## src/rtl/tweet_store_pkg.sv

```systemverilog
// rtl/tweet_store_pkg.sv - shared state types and bit-timing helper for the tweet store
package tweet_store_pkg;

  // Store/playback controller states
  typedef enum logic [1:0] {
    CLEAR,
    IDLE,
    P_FETCH,
    P_SEND
  } state_e;

  // UART frame receiver states
  typedef enum logic [1:0] {
    R_IDLE,
    R_START,
    R_DATA,
    R_STOP
  } rx_state_e;

  // Timer value at which the start bit is re-checked (middle of the start bit)
  function automatic int unsigned half_bit(input int unsigned clks_per_bit);
    return clks_per_bit / 2 - 1;
  endfunction

endpackage

```

## src/rtl/tweet_rx.sv

```systemverilog
// rtl/tweet_rx.sv - serial-line synchroniser and UART frame receiver
module tweet_rx
  import tweet_store_pkg::*;
#(
  parameter int CLKS_PER_BIT = 5208,
  parameter int DATA_BITS    = 8
) (
  input  logic                 clk_i,
  input  logic                 reset_i,
  input  logic                 enable_i,
  input  logic                 active_i,
  input  logic                 serial_i,
  output logic                 serial_sync_o,
  output logic [DATA_BITS-1:0] rx_data_o,
  output logic                 rx_valid_o,
  output logic                 frm_err_o
);

  localparam int              TW          = $clog2(CLKS_PER_BIT);
  localparam logic [TW-1:0]   HALF_C      = TW'(half_bit(CLKS_PER_BIT));
  localparam logic [TW-1:0]   LAST_C      = TW'(CLKS_PER_BIT - 1);
  localparam logic [TW-1:0]   ONE_C       = TW'(1);
  localparam logic [3:0]      BITS_LAST_C = 4'(DATA_BITS - 1);

  logic [1:0]           sync_q;
  logic                 line;
  rx_state_e            rx_state_q, rx_state_d;
  logic [TW-1:0]        timer_q, timer_d;
  logic [3:0]           bit_cnt_q, bit_cnt_d;
  logic [DATA_BITS-1:0] data_q, data_d;
  logic                 valid_q, valid_d;
  logic                 ferr_q, ferr_d;

  assign line          = sync_q[1];
  assign serial_sync_o = line;
  assign rx_data_o     = data_q;
  assign rx_valid_o    = valid_q;
  assign frm_err_o     = ferr_q;

  // Two-flop synchroniser; the line idles high so reset loads ones
  always_ff @(posedge clk_i) begin
    if (reset_i) sync_q <= 2'b11;
    else         sync_q <= {sync_q[0], serial_i};
  end

  // Frame state, bit timer, shift register and result pulses
  always_ff @(posedge clk_i) begin
    if (reset_i) begin
      rx_state_q <= R_IDLE;
      timer_q    <= '0;
      bit_cnt_q  <= '0;
      data_q     <= '0;
      valid_q    <= 1'b0;
      ferr_q     <= 1'b0;
    end else begin
      rx_state_q <= rx_state_d;
      timer_q    <= timer_d;
      bit_cnt_q  <= bit_cnt_d;
      data_q     <= data_d;
      valid_q    <= valid_d;
      ferr_q     <= ferr_d;
    end
  end

  // Next-state: find the start edge, confirm it mid-bit, then sample every bit time
  always_comb begin
    rx_state_d = rx_state_q;
    timer_d    = timer_q;
    bit_cnt_d  = bit_cnt_q;
    data_d     = data_q;
    valid_d    = 1'b0;
    ferr_d     = 1'b0;
    case (rx_state_q)
      R_IDLE: begin
        timer_d = '0;
        if (active_i && !line) rx_state_d = R_START;
      end
      R_START: begin
        if (timer_q == HALF_C) begin
          timer_d    = '0;
          bit_cnt_d  = '0;
          rx_state_d = line ? R_IDLE : R_DATA;
        end else begin
          timer_d = timer_q + ONE_C;
        end
      end
      R_DATA: begin
        if (timer_q == LAST_C) begin
          timer_d   = '0;
          data_d    = {line, data_q[DATA_BITS-1:1]};
          bit_cnt_d = bit_cnt_q + 4'd1;
          if (bit_cnt_q == BITS_LAST_C) rx_state_d = R_STOP;
        end else begin
          timer_d = timer_q + ONE_C;
        end
      end
      R_STOP: begin
        if (timer_q == LAST_C) begin
          timer_d    = '0;
          rx_state_d = R_IDLE;
          if (line) valid_d = 1'b1;
          else      ferr_d  = 1'b1;
        end else begin
          timer_d = timer_q + ONE_C;
        end
      end
      default: rx_state_d = R_IDLE;
    endcase
    // While the store is being erased the receiver is parked and drops any frame in flight
    if (!enable_i) begin
      rx_state_d = R_IDLE;
      timer_d    = '0;
    end
  end

endmodule

```

## src/rtl/tweet_store.sv

```systemverilog
// rtl/tweet_store.sv - backspace-aware serial character store with handshake playback; TWEET_STORE_ECHO_EN enables serial echo
module tweet_store
  import tweet_store_pkg::*;
#(
  parameter int CLKS_PER_BIT = 5208,
  parameter int DATA_BITS    = 8,
  parameter int DEPTH        = 160,
  parameter int ADDR_W       = 8,
  parameter int BS_CODE      = 8
) (
  input  logic                 sysclk_i,
  input  logic                 reset_i,
  input  logic                 active_i,
  input  logic                 serial_in_i,
  input  logic                 play_i,
  input  logic                 clr_i,
  output logic [DATA_BITS-1:0] tx_data_o,
  output logic                 tx_valid_o,
  input  logic                 tx_ready_i,
  output logic [ADDR_W-1:0]    count_o,
  output logic                 full_o,
  output logic                 busy_o,
  output logic                 done_o,
  output logic                 ovf_o,
  output logic                 frm_err_o,
  output logic                 rx_drop_o,
  output logic                 serial_echo_o
);

  // Count carries one extra bit so that DEPTH == 2**ADDR_W is still representable
  localparam int                   CW      = ADDR_W + 1;
  localparam int                   MW      = $clog2(DEPTH);
  localparam logic [CW-1:0]        DEPTH_C = CW'(DEPTH);
  localparam logic [CW-1:0]        LAST_C  = CW'(DEPTH - 1);
  localparam logic [CW-1:0]        ONE_C   = CW'(1);
  localparam logic [DATA_BITS-1:0] BS_C    = DATA_BITS'(BS_CODE);

  state_e               state_q, state_d;
  logic [CW-1:0]        count_q, count_d;
  logic [CW-1:0]        rd_ptr_q, rd_ptr_d;
  logic [CW-1:0]        clr_addr_q, clr_addr_d;
  logic                 empty_done_q, empty_done_d;
  logic [DATA_BITS-1:0] rd_data_q;

  logic [DATA_BITS-1:0] mem [DEPTH];
  logic                 mem_we;
  logic [MW-1:0]        mem_waddr;
  logic [DATA_BITS-1:0] mem_wdata;

  logic                 rx_sync;
  logic [DATA_BITS-1:0] rx_data;
  logic                 rx_valid;
  logic                 rx_frm_err;
  logic                 rx_drop;
  logic                 ovf;
  logic                 last_hs;

  tweet_rx #(
    .CLKS_PER_BIT (CLKS_PER_BIT),
    .DATA_BITS    (DATA_BITS)
  ) u_rx (
    .clk_i         (sysclk_i),
    .reset_i       (reset_i),
    .enable_i      (state_q != CLEAR),
    .active_i      (active_i),
    .serial_i      (serial_in_i),
    .serial_sync_o (rx_sync),
    .rx_data_o     (rx_data),
    .rx_valid_o    (rx_valid),
    .frm_err_o     (rx_frm_err)
  );

  assign last_hs    = (state_q == P_SEND) && tx_ready_i && ((rd_ptr_q + ONE_C) == count_q);
  assign tx_valid_o = (state_q == P_SEND);
  assign tx_data_o  = rd_data_q;
  assign count_o    = count_q[ADDR_W-1:0];
  assign full_o     = (count_q == DEPTH_C);
  assign busy_o     = (state_q != IDLE);
  assign done_o     = empty_done_q | last_hs;
  assign ovf_o      = ovf;
  assign rx_drop_o  = rx_drop;
  assign frm_err_o  = rx_frm_err;

`ifdef TWEET_STORE_ECHO_EN
  assign serial_echo_o = (state_q == IDLE && !full_o) ? rx_sync : 1'b1;
`else
  logic unused_sync;
  assign unused_sync   = rx_sync;
  assign serial_echo_o = 1'b1;
`endif

  // Character array: zero-fill while clearing, append while idle
  always_ff @(posedge sysclk_i) begin
    if (mem_we) mem[mem_waddr] <= mem_wdata;
  end

  // Controller registers and the synchronous read port feeding tx_data
  always_ff @(posedge sysclk_i) begin
    if (reset_i) begin
      state_q      <= CLEAR;
      count_q      <= '0;
      rd_ptr_q     <= '0;
      clr_addr_q   <= '0;
      empty_done_q <= 1'b0;
      rd_data_q    <= '0;
    end else begin
      state_q      <= state_d;
      count_q      <= count_d;
      rd_ptr_q     <= rd_ptr_d;
      clr_addr_q   <= clr_addr_d;
      empty_done_q <= empty_done_d;
      if (state_q == P_FETCH) rd_data_q <= mem[rd_ptr_q[MW-1:0]];
    end
  end

  // Next-state: apply the received byte first, then let an idle command see the updated count
  always_comb begin
    state_d      = state_q;
    count_d      = count_q;
    rd_ptr_d     = rd_ptr_q;
    clr_addr_d   = clr_addr_q;
    empty_done_d = 1'b0;
    mem_we       = 1'b0;
    mem_waddr    = count_q[MW-1:0];
    mem_wdata    = rx_data;
    rx_drop      = 1'b0;
    ovf          = 1'b0;

    if (rx_valid) begin
      if (state_q != IDLE) begin
        rx_drop = 1'b1;
      end else if (rx_data == BS_C) begin
        if (count_q != '0) count_d = count_q - ONE_C;
      end else if (count_q < DEPTH_C) begin
        mem_we  = 1'b1;
        count_d = count_q + ONE_C;
      end else begin
        ovf = 1'b1;
      end
    end

    case (state_q)
      CLEAR: begin
        mem_we    = 1'b1;
        mem_waddr = clr_addr_q[MW-1:0];
        mem_wdata = '0;
        count_d   = '0;
        if (clr_addr_q == LAST_C) state_d = IDLE;
        else                      clr_addr_d = clr_addr_q + ONE_C;
      end
      IDLE: begin
        if (active_i && clr_i) begin
          state_d    = CLEAR;
          clr_addr_d = '0;
        end else if (active_i && play_i) begin
          if (count_d != '0) begin
            state_d  = P_FETCH;
            rd_ptr_d = '0;
          end else begin
            empty_done_d = 1'b1;
          end
        end
      end
      P_FETCH: state_d = P_SEND;
      P_SEND: begin
        if (tx_ready_i) begin
          if (last_hs) begin
            state_d = IDLE;
          end else begin
            rd_ptr_d = rd_ptr_q + ONE_C;
            state_d  = P_FETCH;
          end
        end
      end
      default: state_d = CLEAR;
    endcase
  end

endmodule

```

## config.mk

```make
export PLATFORM = sky130hd
export DESIGN_NAME = tweet_store
export DESIGN_NICKNAME = d
export VERILOG_FILES = /design/src/rtl/tweet_store_pkg.sv /design/src/rtl/tweet_rx.sv /design/src/rtl/tweet_store.sv
export SDC_FILE = /design/constraint.sdc
export NUM_CORES = 1
export LEC_CHECK = 0
export BUFFER_PORTS_ARGS = -buffer_cell sky130_fd_sc_hd__buf_2
export CORE_MARGIN = 1.5
export CORE_UTILIZATION = 40
export CTS_CLUSTER_SIZE = 28
export DETAILED_ROUTE_END_ITERATION = 7
export PLACE_DENSITY_LB_ADDON = 0.1
export SLEW_MARGIN = 25
export SYNTH_ARGS = -nofsm -noshare
export SYNTH_HDL_FRONTEND = slang
export SYNTH_SLANG_ARGS = --single-unit
```

## constraint.sdc

```tcl
create_clock -name sysclk_i -period 9.53 [get_ports sysclk_i]
set_input_delay 0.4765 -clock sysclk_i [delete_from_list [all_inputs] [get_ports sysclk_i]]
set_output_delay 0.4765 -clock sysclk_i [all_outputs]
set_load 0.01 [all_outputs]
```

Word-level counts from Yosys, hierarchy flattened --
Memory sizes are Yosys's and may differ from the RTL's. A register that Yosys moved wholly into a read port is not among the register bits. Index checks and enable logic that the tools add are counted.
Storage, ports and cells: memories kept 1, bits of input ports 7, bits in writable memories 1280, register bits 61, output and inout bits 24, logic and storage cells 132
Cells by class: equal/unequal tests 29, magnitude comparators 1, reductions and logical operators 25, bitwise operators 6, muxes and demuxes 52, add/sub/neg operators 6
Memories:
- mem | words 160, width 8, rd ports 1, clocked after memory_dff 1, write ports 1, line tweet_store.sv:45 | logic [DATA_BITS-1:0] mem [DEPTH];
Operators with widths (count):
- $mux W9 | 12
- $pmux W13 S3 | 1
- $pmux W9 S2 | 2
- $add A9 B1 Y9 const B | 3
- $mux W13 | 2
- $mux W2 | 12
- $eq A9 B8 Y1 const B | 2
- $reduce_bool A9 Y1 | 2
- $mux W1 | 16
- $mux W8 | 2
- $pmux W2 S4 | 2
- $ne A2 B1 Y1 const B | 7
- $ne A2 B2 Y1 const B | 7
- $add A13 B1 Y13 const B | 1
- $eq A13 B12 Y1 const B | 1
- $eq A13 B13 Y1 const B | 1
- $eq A9 B9 Y1 | 1
- $lt A9 B8 Y1 const B | 1
- $sub A9 B1 Y9 const B | 1
- $eq A2 B2 Y1 const B | 4
- $eq A8 B4 Y1 const B | 1
- $mux W4 | 2
- $pmux W4 S2 | 1
- $reduce_bool A2 Y1 | 4
- 17 further kinds | 31

Depth between registers and ports, before layout --
Gate-level depths: netlist (run 1).
depth in word-level cells 10, mapped depth 13, depth with buffers taken out 10

Cells and area by module --
Synthesis (run 1) repeated with hierarchy kept, for this count alone.
Second synthesis, totals: cells, all modules 2569, area total of the unflattened synthesis 53497.6 µm²
By module, submodules not included:
- tweet_store | cells an instance 2422, times used 1, sequential area each 39197.6 µm², area each 52110.0 µm²
- tweet_rx | cells an instance 147, times used 1, sequential area each 620.6 µm², area each 1387.6 µm²

Worst setup path before layout (run 1) --
No wires, ideal clock.
kind flip-flop to flip-flop, start reg state_q[1], end mem mem[0][0], data pin, library setup time 0.618 ns, cell stages (with the launch flop) 6, path buffers 3, period minus slack after synthesis 3.754 ns, arrival 3.136 ns, data required time 8.912 ns, setup slack 5.776 ns, cell sequence dfxtp_1 -> buf_2 -> or2_2 -> clkbuf_1 -> clkbuf_1 -> and2_1
Between the ends: word-level cells in the longest chain between the ends 2
RTL lines:
- start: declaration | line tweet_store.sv:38 | state_e state_q, state_d;
- start signal: assignment | line tweet_store.sv:107 | state_q <= state_d;
- $logic_not A2 Y1 | line tweet_store.sv:142 | case (state_q)
- $mux W8 | line tweet_store.sv:142
- net mem_wdata[0] | line tweet_store.sv:48 | logic [DATA_BITS-1:0] mem_wdata;
- end: declaration | line tweet_store.sv:45
The timed path passes the listed nets, and every way through them passes these cells.

==> summary.txt, run 1 <==
Run status
  – Outcome: complete, no violations

Timing
  – Final worst path period need: around 4.5 ns
  – Slew margin rel.: 0.2425
  – Final hold violations: 0
  – Setup TNS: 0 ns
  – Final setup vio count: 0
  – Post-route clock skew: 0.02447 ns
  – Fin crit share: 0.4711
  – Pins over their slew limit: 0
  – Fmax: 222.7 MHz
  – Slew @ Worst Pin: 1.136 ns
  – Unrepaired setup endpoints after global routing: no
  – Final worst slack: 5.040 ns

Worst setup path
  – Critical path's most frequent cell: mux4_2
  – Worst Reg-to-Reg Cells: 7
  – Reg2reg end: tx_data_o[1]$_SDFFE_PP0N_
  – Crit path depth: 7
  – Crit path DAT: 5.13 ns
  – Critical path fanouts, max: 73
  – Critical Path Max Stage Delay: 0.85 ns
  – Crit Path Category: flop to flop
  – Flop2flop setup slack: 5.04 ns
  – CP max stage cell: a221oi_1
  – Worst r2r src: rd_ptr_q[0]$_SDFFE_PP0P_
  – Critical-path cell list: buf_12 -> buf_16 -> mux4_2 -> mux4_2 -> a221oi_1 -> o21ai_0 -> a32o_1
  – CP Launch Type: flop
  – Crit path buf inv count: 2
  – Delay-heaviest family, CP: compound AO/OA/AOI/OAI gates
  – Worst Path Required: 10.17 ns
  – Critical Path End Type: flop

Drt
  – Drt via density: 5.722
  – Routed vias: 25532
  – DRT antenna net count: 0
  – Routed length per instance: between 20 and 30 um
  – Drt first pass iters: 7
  – WL final: 133200 um
  – DRC viols: 0
  – DR iter-0 viols: 2607

Synthesis
  – Sequential fraction of the synthesis area: 0.7497
  – Netlist cell types: 68
  – Synth Register Bits: between 1000 and 1500
  – Syn_nets: roughly 2500
  – Syn Inst Count: 2526
  – Synth Flop Type: edfxtp_1
  – Number of synthesized flops with an enable pin: 1280
  – Synthesized area: 53110 sq um
  – Syn Area/Cell: between 20 and 25 sq um
  – Async set or reset register ratio after synthesis: 0
  – Synth warnings: 0

Clocking
  – Clock sinks: between 1000 and 1500
  – Root Buffer: clkbuf_16
  – Clk pin slew, worst setup/hold paths: 0.06 ns
  – CTS Buf Count: 145
  – Clk_lat worst skew: 0.77 ns
  – CTS tree: yes
  – H-tree levels: 4
  – Clk buf depth: 3

Pwr
  – Leakage power: 0.01610 uW
  – Pwr/cell area: 199.6 nW/um^2
  – Worst vdd ir: 0.1172 mV

Floorplanning
  – Die height: 367.4 um
  – Die width: 367.4 um
  – Core ar.: 131600 sq um
  – # rows: roughly 130
  – Initial Util: 0.4035
  – IO Count: 31
  – Die area: between 100000 and 150000 sq um

Global routing
  – GR Layer Usage met1: 0.2892
  – Met3 Use GR: 0.03755
  – Met2 usage: 0.3122
  – GR peak layer: met2
  – Largest net degree at the start of global routing: 150
  – Gr usage total: 0.1996
  – GRT overflow: 0
  – Vias in the first global route: 25977
  – Initial antenna violation count: 4
  – First-pass GRT wire length: 192800 um

Layout
  – Share of layout cells above drive strength 1: 0.2623
  – Final Net Count: 2606
  – Ant diodes: 0
  – Area Growth Syn to Fin: 12.76%
  – Cell area after layout: between 50000 and 60000 sq um

Placed design
  – Post-Place Worst Slack: 5.013 ns
  – Post-DP HPWL: 80950 um
  – Routability cong.: 0.7997
  – Cell Area, Placed: 55220 sq um
  – Buffers on Ports: 29

Min path
  – Hold Crit Class: primary input to flop
  – Hold Path Origin: play_i
  – Hold-critical path endpoint: state_q[0]$_SDFFE_PP0P_
  – Worst hold path depth: 3

Job
  – Max-cap violations: 0
-- how the worst max path moves through the flow --
| stage | end | startpoint | slack, ns |
|---|---|---|---|
| floorplan | mem[0][0]$_DFFE_PP_ | state_q[1]$_SDFFE_PP0P_ | 5.78 |
| global placement | tx_data_o[3]$_SDFFE_PP0N_ | rd_ptr_q[0]$_SDFFE_PP0P_ | 5.00 |
| detailed placement | tx_data_o[1]$_SDFFE_PP0N_ | rd_ptr_q[0]$_SDFFE_PP0P_ | 5.01 |
| CTS | done_o | rd_ptr_q[2]$_SDFFE_PP0P_ | 4.91 |
| global route | tx_data_o[1]$_SDFFE_PP0N_ | rd_ptr_q[0]$_SDFFE_PP0P_ | 4.78 |
| finish | tx_data_o[1]$_SDFFE_PP0N_ | rd_ptr_q[0]$_SDFFE_PP0P_ | 5.04 |
-- metal layers --
| metal | part of all wire | wire length, um |
|---|---|---|
| met5 | 0 | 0 |
| met4 | 0.020 | 2605 |
| met3 | 0.058 | 7779 |
| met2 | 0.48 | 63420 |
| met1 | 0.45 | 59400 |
-- timing repair --
item / in CTS / in global routing
setup buffers: 0 / 0
hold buffers: 1 / 0
endpoints found under the setup margin: 0 / 0
hold endpoints to repair: 1 / 0
resized for setup: 0 / 0
-- Yosys cell counts (19+ instances only) --
cell type,count,share of area
edfxtp_1,1280,0.72
mux4_2,408,0.17
nor2_1,225,0.016
clkbuf_1,84,0.0059
dfxtp_1,69,0.026
nand2_1,62,0.0044
buf_1,41,0.0029
mux2i_1,28,0.0053
a21oi_1,21,0.0020
nand3_1,21,0.0020
o21ai_0,21,0.0020
xor2_1,19,0.0031
-- sequential cells by signal, summed over array words and instances (netlist names), named ones only --
register,cells
count_q,9
u_rx.rx_data_o,8
u_rx.bit_cnt_q,4
state_q,2
rd_ptr_q,9
u_rx.rx_valid_o,1
empty_done_q,1
u_rx.timer_q,13
clr_addr_q,9
u_rx.frm_err_o,1
mem,1280
tx_data_o,8
u_rx.rx_state_q,1
u_rx.sync_q,2
-- worst min-delay path: cells and delay by family --
kind | cells | cell delay (ns)
buffers and inverters | 1 | 0.08
AO/OA/AOI/OAI | 2 | 0.21
-- cell usage in the layout, fill, tap and decap left out, drive strengths merged, types with 4 or more instances in the layout --
cell type     n
nand3b        4
nand2b       10
o21a          4
or3           9
and3          6
nor2b         7
a31o          4
xnor2        15
a21oi        21
ha            6
o21ai        23
a221oi        8
xor2         19
nand2        62
edfxtp     1280
clkinvlp      4
nor4          9
a31oi         4
and2         13
nor3         16
o31ai         9
nor2        225
mux4        408
inv          27
nand4        10
clkbuf      193
mux2i        28
dfxtp        69
clkinv       48
buf          68
nor4b         4
or2           5
nand3        21
a32o          8
bufinv        8
nor3b         7
a32oi         4
-- area by class of cell --
type	count	area, sq um
inverters	19	76.32
fillers	10945	71750
flip-flops and latches	1349	39830
clock buffers	193	3924
multi-input cells	1009	12640
well taps	1755	2196
repair buffers	69	615.6
clock inverters	68	599.3
-- stage by stage --
| step | power (uW) | instances | utilization | hold slack, ns |
|---|---|---|---|---|
| 6_report | 11950 | 4462 | 0.4549 | 0.07732 |
| 5_1_grt | 12300 | 4462 | 0.4549 | 0.08308 |
| 4_1_cts | 12080 | 4457 | 0.4540 | 0.01869 |
| 3_5_place_dp | 6678 | 4195 | 0.4195 | 0.4019 |
| 3_3_place_gp | 6679 | 4193 | 0.4190 | 0.4048 |
| 2_1_floorplan | 6616 | 2526 | - | 0.3895 |
-- power by group --
group          total, uW  switching (uW)  leakage, uW  internal, uW
clock network       5400            2280      0.00220          3120
registers           6410            6.28       0.0108          6400
logic                143            91.4      0.00312          51.7
total              12000            2380       0.0161          9570
-- logic make-up after synthesis --
logic type / synth area share
flip-flops: 0.7497
XOR/XNOR: 0.005607
buffers and inverters: 0.01312
AO/OA/AOI/OAI: 0.01501
other: 0.00007061
AND/OR/NAND/NOR: 0.03647
adder cells (fa/ha/maj): 0.001413
multiplexers: 0.1786
(Power assumes the default switching activity.)
==> inputs of run 2 (changes only) <==
clock period = 3.9 ns   (was 9.53 ns; I/O delays follow)
==> summary.txt, run 2 (synthesis results as in run 1) <==
Run status
  – Outcome: complete, no violations (unchanged)

Timing
  – Final setup vio count: 0 (unchanged)
  – Unrepaired setup endpoints after global routing: no (unchanged)
  – Pins over their slew limit: 0 (unchanged)
  – Slew margin rel.: 0.3176 (was 0.2425)
  – Slew @ Worst Pin: 1.024 ns (was 1.136 ns)
  – Final hold violations: 0 (unchanged)
  – Setup TNS: 0 ns (unchanged)
  – Fin Hold WS: 0.1497 ns (was 0.07732 ns)
  – Final worst path period need: 3.625 ns (was 4.490 ns)
  – Post-route clock skew: 0.03218 ns (was 0.02447 ns)
  – Final worst slack: 0.2748 ns (was 5.040 ns)
  – Fmax: 275.8 MHz (was 222.7 MHz)
  – Fin crit share: 0.9295 (was 0.4711)

Clocking
  – Cts repair resizes: 0 (unchanged)
  – Clk pin slew, worst setup/hold paths: 0.06 ns (about the same)
  – CTS tree: yes (unchanged)
  – H-tree levels: 4 (unchanged)
  – Post-CTS Hold Fix Bufs: 6 (was 1)
  – Setup Buffers After CTS: 0 (unchanged)
  – Root Buffer: clkbuf_16 (unchanged)
  – CTS Buf Count: 147 (was 145)
  – Clk buf depth: 3 (unchanged)
  – Clk_lat worst skew: 0.78 ns (was 0.77 ns)
  – Clock sinks: 1349 (unchanged)

Drt
  – DRT antenna net count: 0 (unchanged)
  – Drt via density: 5.529 (was 5.722)
  – WL final: 132600 um (was 133200 um)
  – DR iter-0 viols: 2608 (was 2607)
  – DRC viols: 0 (unchanged)
  – Routed vias: 26103 (was 25532)
  – Drt first pass iters: 5 (was 7)
  – Routed length per instance: 28.09 um (was 29.85 um)

Floorplanning
  – Die width: 367.4 um (unchanged)
  – Initial Util: 0.4035 (unchanged)
  – Die area: 135000 sq um (unchanged)
  – Core ar.: 131600 sq um (unchanged)
  – IO Count: 31 (unchanged)
  – # rows: 133 (unchanged)
  – Die height: 367.4 um (unchanged)

Min path
  – Worst hold path depth: 3 (unchanged)
  – Hold Crit Class: primary input to flop (unchanged)
  – Hold Path Origin: serial_in_i (was play_i)
  – Hold-critical path endpoint: u_rx.sync_q[0]$_SDFF_PP1_ (was state_q[0]$_SDFFE_PP0P_)

Worst setup path
  – Crit path DAT: 4.32 ns (was 5.13 ns)
  – Worst Path Required: 4.59 ns (was 10.17 ns)
  – Critical Path End Type: flop (unchanged)
  – Worst r2r src: count_q[0]$_SDFF_PP0_ (was rd_ptr_q[0]$_SDFFE_PP0P_)
  – Crit Path Category: flop to flop (unchanged)
  – Reg2reg end: state_q[0]$_SDFFE_PP0P_ (was tx_data_o[1]$_SDFFE_PP0N_)
  – Worst Reg-to-Reg Cells: 10 (was 7)
  – CP Launch Type: flop (unchanged)
  – Critical path fanouts, max: 9 (was 73)
  – Flop2flop setup slack: 0.27 ns (was 5.04 ns)

Pwr
  – Leakage power: 0.01757 uW (was 0.01610 uW)
  – Switch share: 0.1971 (was 0.1991)
  – Pwr/cell area: 479.0 nW/um^2 (was 199.6 nW/um^2)
  – Reg power frac: 0.526 (was 0.536)
  – Worst vdd ir: 0.3307 mV (was 0.1172 mV)
  – Clk pwr share: 0.461 (was 0.452)
  – Logic pwr share: 0.013 (was 0.012)
  – NetSw: 5866 uW (was 2379 uW)
  – Int Power: 23900 uW (was 9573 uW)

Layout
  – Largest register by flop count: mem (unchanged)
  – Core Util, Final: 0.4721 (was 0.4549)
  – Area Growth Syn to Fin: 17.00% (was 12.76%)
  – Share of layout cells above drive strength 1: 0.3209 (was 0.2623)
  – Most frequent cells in the layout: 1280 x edfxtp_1, 408 x mux4_2, 259 x buf_4, 225 x nor2_1, 153 x clkbuf_16 (was 1280 x edfxtp_1, 408 x mux4_2, 215 x nor2_1, 149 x clkbuf_16, 65 x dfxtp_1)
  – Cell area after layout: 62140 sq um (was 59880 sq um)
  – Final Net Count: 2858 (was 2606)
  – Largest regs: mem: 1280 flops, u_rx.timer_q: 13 flops (unchanged)
  – Max reg flops: 1280 (unchanged)
  – Most common cell after layout, fill and taps aside: edfxtp_1 (unchanged)

Global routing
  – First-pass GRT wire length: 192000 um (was 192800 um)
  – Gr usage total: 0.1987 (was 0.1996)
  – Largest net degree at the start of global routing: 157 (was 150)
  – Vias in the first global route: 26868 (was 25977)
  – GRT overflow: 0 (unchanged)
  – Initial antenna violation count: 4 (unchanged)

Placed design
  – Cell Area, Placed: 57310 sq um (was 55220 sq um)
  – Post-DP HPWL: 83780 um (was 80950 um)
  – Post-Place Worst Slack: 0.3336 ns (was 5.013 ns)
  – Buffers on Ports: 29 (unchanged)
  – Routability cong.: 0.8478 (was 0.7997)

Job
  – Max-cap violations: 0 (unchanged)
-- run 2: changes by cell type in the layout (fill, tap and decap cells not counted), moves of 6 or more --
cell and change:
nor2_2 -10, nor2_1 +10, buf_12 +18, clkinv_1 +16
buf_4 +231, clkbuf_1 -15, bufinv_16 +6
-- run 2: power groups by stage --
stage / registers [uW] / logic (uW) / clock network (uW)
after CTS: 15700 / 391 / 14000
final: 15700 / 377 / 13700
after detailed placement: 16000 / 385 / 0
after floorplan: 16000 / 207 / 0
after global placement: 16000 / 383 / 0
after global routing: 15700 / 399 / 14600
-- run 2: cell type report --
class	instances	area (sq um)
fill	10894	69490
sequential	1349	39830
multi-input combinational	1009	12610
clock buffer	180	3940
timing repair buffer	319	2650
tap	1755	2196
clock inverter	88	824.5
inverter	19	76.32
antenna	2	5.005
-- run 2: worst max-delay path by stage --
stage / cells after the start / to / startpoint
final: 10 / state_q[0]$_SDFFE_PP0P_ / count_q[0]$_SDFF_PP0_
after global routing: 9 / done_o / rd_ptr_q[1]$_SDFFE_PP0P_
after floorplan: 5 / mem[0][0]$_DFFE_PP_ / state_q[1]$_SDFFE_PP0P_
after detailed placement: 10 / state_q[0]$_SDFFE_PP0P_ / count_q[0]$_SDFF_PP0_
after global placement: 10 / state_q[0]$_SDFFE_PP0P_ / count_q[0]$_SDFF_PP0_
after CTS: 10 / state_q[0]$_SDFFE_PP0P_ / count_q[0]$_SDFF_PP0_
-- run 2: per-layer routing --
metal  vias up  global-route usage  part of all wire
met4         0             0.05292             0.021
met1     14004              0.2840              0.44
met5         -                   0                 0
li1      11151                   -                 -
met2       779              0.3150              0.48
met3       169             0.03602             0.060
-- run 2: per-stage QoR --
step,power (uW),std cells
6_report,29760,4721
5_1_grt,30620,4719
4_1_cts,30080,4719
3_5_place_dp,16350,4445
3_3_place_gp,16350,4445
2_1_floorplan,16170,2526
-- run 2: worst max-delay path: stages, from the launching register on --
cell      delay, ns
dfxtp_1        0.38
inv_1          0.20
ha_1           0.27
or4b_4         0.51
o211a_1        0.31
a32oi_4        0.32
mux2i_1        0.23
a22oi_1        0.12
or4_4          0.61
a211o_1        0.32
a311oi_1       0.25
==> inputs of run 3 (changes only) <==
==> constraint.sdc (replaced) <==
create_clock -name sysclk_i -period 3.9 [get_ports sysclk_i]
set_input_delay 0.39 -clock sysclk_i [delete_from_list [all_inputs] [get_ports sysclk_i]]
set_output_delay 0.39 -clock sysclk_i [all_outputs]
set_load 0.01 [all_outputs]
==> summary.txt, run 3 (synthesis results as in run 1) <==
Run status
  – Outcome: complete, no violations (unchanged)

Clocking
  – CTS Buf Count: 146 (was 147)
  – Clk pin slew, worst setup/hold paths: 0.06 ns (about the same)
  – Clk buf depth: 3 (unchanged)
  – CTS tree: yes (unchanged)
  – Root Buffer: clkbuf_16 (unchanged)
  – Clk_lat worst skew: 0.77 ns (was 0.78 ns)
  – H-tree levels: 4 (unchanged)
  – Clock sinks: 1349 (unchanged)

Timing
  – Fin crit share: 0.9457 (was 0.9295)
  – Final setup vio count: 0 (unchanged)
  – Final worst path period need: 3.688 ns (was 3.625 ns)
  – Slew margin rel.: 0.3465 (was 0.3176)
  – Pins over their slew limit: 0 (unchanged)
  – Slew @ Worst Pin: 0.9779 ns (was 1.024 ns)
  – Post-route clock skew: 0.01513 ns (was 0.03218 ns)
  – Setup TNS: 0 ns (unchanged)
  – Final hold violations: 0 (unchanged)
  – Fmax: 271.1 MHz (was 275.8 MHz)

Worst setup path
  – Crit path DAT: 3.30 ns (was 4.32 ns)
  – Worst Path Required: 3.51 ns (was 4.59 ns)
  – Crit Path Category: flop to output pin (was flop to flop)
  – Critical-path cell list: buf_12 -> ha_2 -> nor2b_1 -> or3_1 -> a31o_2 -> nor4_1 -> nand3_1 -> nand2b_1 -> buf_2 (was inv_1 -> ha_1 -> or4b_4 -> o211a_1 -> a32oi_4 -> mux2i_1 -> a22oi_1 -> or4_4 -> a211o_1 -> a311oi_1)
  – Critical path fanouts, max: 25 (was 9)
  – Critical Path Max Stage Delay: 0.50 ns (was 0.61 ns)
  – CP Launch Type: flop (unchanged)
  – Critical Path End Type: output pin (was flop)
  – CP max stage cell: dfxtp_4 (was or4_4)

Layout
  – Largest register by flop count: mem (unchanged)
  – Most frequent cells in the layout: 1280 x edfxtp_1, 408 x mux4_2, 266 x buf_4, 224 x nor2_1, 147 x clkbuf_16 (was 1280 x edfxtp_1, 408 x mux4_2, 259 x buf_4, 225 x nor2_1, 153 x clkbuf_16)
  – Core Util, Final: 0.4723 (was 0.4721)
  – Area Growth Syn to Fin: 17.05% (was 17.00%)
  – Max reg flops: 1280 (unchanged)
  – Largest regs: mem: 1280 flops, u_rx.timer_q: 13 flops (unchanged)
  – Most common cell after layout, fill and taps aside: edfxtp_1 (unchanged)
  – Share of layout cells above drive strength 1: 0.3248 (was 0.3209)
  – # fillers: 10928 (was 10894)
  – Final Net Count: 2864 (was 2858)

Floorplanning
  – # rows: 133 (unchanged)
  – IO Count: 31 (unchanged)
  – Die area: 135000 sq um (unchanged)
  – Die height: 367.4 um (unchanged)
  – Core ar.: 131600 sq um (unchanged)
  – Die width: 367.4 um (unchanged)
  – Initial Util: 0.4035 (unchanged)

Drt
  – Drt via density: 5.546 (was 5.529)
  – DRC viols: 0 (unchanged)
  – DRT antenna net count: 0 (unchanged)
  – WL final: 132800 um (was 132600 um)
  – Routed length per instance: 28.12 um (was 28.09 um)
  – Routed vias: 26199 (was 26103)
  – Drt first pass iters: 5 (unchanged)
  – DR iter-0 viols: 2441 (was 2608)

Pwr
  – Switch share: 0.2011 (was 0.1971)
  – Pwr/cell area: 476.0 nW/um^2 (was 479.0 nW/um^2)
  – NetSw: 5950 uW (was 5866 uW)
  – Logic pwr share: 0.013 (about the same)
  – Clk pwr share: 0.458 (was 0.461)
  – Int Power: 23640 uW (was 23900 uW)
  – Leakage power: 0.01760 uW (was 0.01757 uW)
  – Worst vdd ir: 0.3908 mV (was 0.3307 mV)
  – Reg power frac: 0.529 (was 0.526)

Global routing
  – Met3 Use GR: 0.03803 (was 0.03602)
  – Met2 usage: 0.3211 (was 0.3150)
  – GRT overflow: 0 (unchanged)
  – First-pass GRT wire length: 194000 um (was 192000 um)
  – Vias in the first global route: 27241 (was 26868)
  – GR Layer Usage met1: 0.2811 (was 0.2840)
  – Largest net degree at the start of global routing: 157 (unchanged)
  – GR peak layer: met2 (unchanged)
  – Initial antenna violation count: 4 (unchanged)
  – Gr usage total: 0.1996 (was 0.1987)

Job
  – Max-cap violations: 0 (unchanged)

Placed design
  – Buffers on Ports: 29 (unchanged)
  – Post-DP HPWL: 84190 um (was 83780 um)
  – Routability cong.: 0.8510 (was 0.8478)

Min path
  – Hold Crit Class: primary input to flop (unchanged)
## run 3: path summary, 6_finish.rpt
kind                                                 from                         to  slack, ns  depth (start not counted)
worst max-delay path             rd_ptr_q[1]$_SDFFE_PP0P_                     done_o       0.21                          9
worst min-delay path                             active_i    state_q[0]$_SDFFE_PP0P_        0.1                          4
worst max register to register      count_q[0]$_SDFF_PP0_    state_q[0]$_SDFFE_PP0P_       0.33                         10
worst min register to register  u_rx.sync_q[0]$_SDFF_PP1_  u_rx.sync_q[1]$_SDFF_PP1_       0.42                          1
## run 3: routing by layer
layer  up-vias  wire (um)
met4         0       2584
met5         -          0
li1      11165          -
met2       736      64490
met3       155       7298
met1     14143      58470
## run 3: power by group through the flow
stage	Clock, uW	Combinational [uW]	Sequential, uW
2_1_floorplan	0	207	16000
3_3_place_gp	0	389	16000
3_5_place_dp	0	393	16000
4_1_cts	13900	396	15700
5_1_grt	14400	406	15700
6_report	13500	386	15700
## run 3: cell type report
cell class	instances	area, sq um	area share
Clock buffer	178	3795	0.06104
Inverter	19	76.32	0.001228
Timing Repair Buffer	326	2743	0.04412
Antenna cell	1	2.502	0.00004025
Clock inverter	87	904.6	0.01455
Sequential cell	1349	39830	0.6407
Multi-Input combinational cell	1009	12620	0.2030
Tap cell	1755	2196	0.03532
## run 3: what timing repair did
action,4_1_cts,5_1_grt
buffers inserted,1,3
hold buffers,4,0
endpoints found under the hold margin,2,0
cloned,1,0
resized for setup,1,1
endpoints found under the setup margin,1,1
pin swaps,0,1
## run 3: through the flow
| step | worst slack [ns] | power [uW] | hold slack [ns] | cells | area (sq um) |
|---|---|---|---|---|---|
| finish | 0.2119 | 29590 | 0.09574 | 4724 | 62170 |
| global route | -0.002931 | 30490 | 0.09497 | 4723 | 62160 |
| CTS | 0.02097 | 29950 | 0.04031 | 4720 | 62140 |
| detailed placement | 0.3530 | 16360 | 0.3979 | 4449 | 57350 |
| global placement | 0.4083 | 16350 | 0.4067 | 4449 | 57350 |
| floorplan | 0.1458 | 16170 | 0.3895 | 2526 | 53110 |
## run 3: critical path, delay by kind of cell (launching register included)
| kind | cells | cell delay, ns |
|---|---|---|
| AO/OA/AOI/OAI | 1 | 0.26 |
| adder cells (fa/ha/maj) | 1 | 0.29 |
| buffers and inverters | 2 | 0.38 |
| flip-flops | 1 | 0.50 |
| AND/OR/NAND/NOR | 5 | 1.08 |
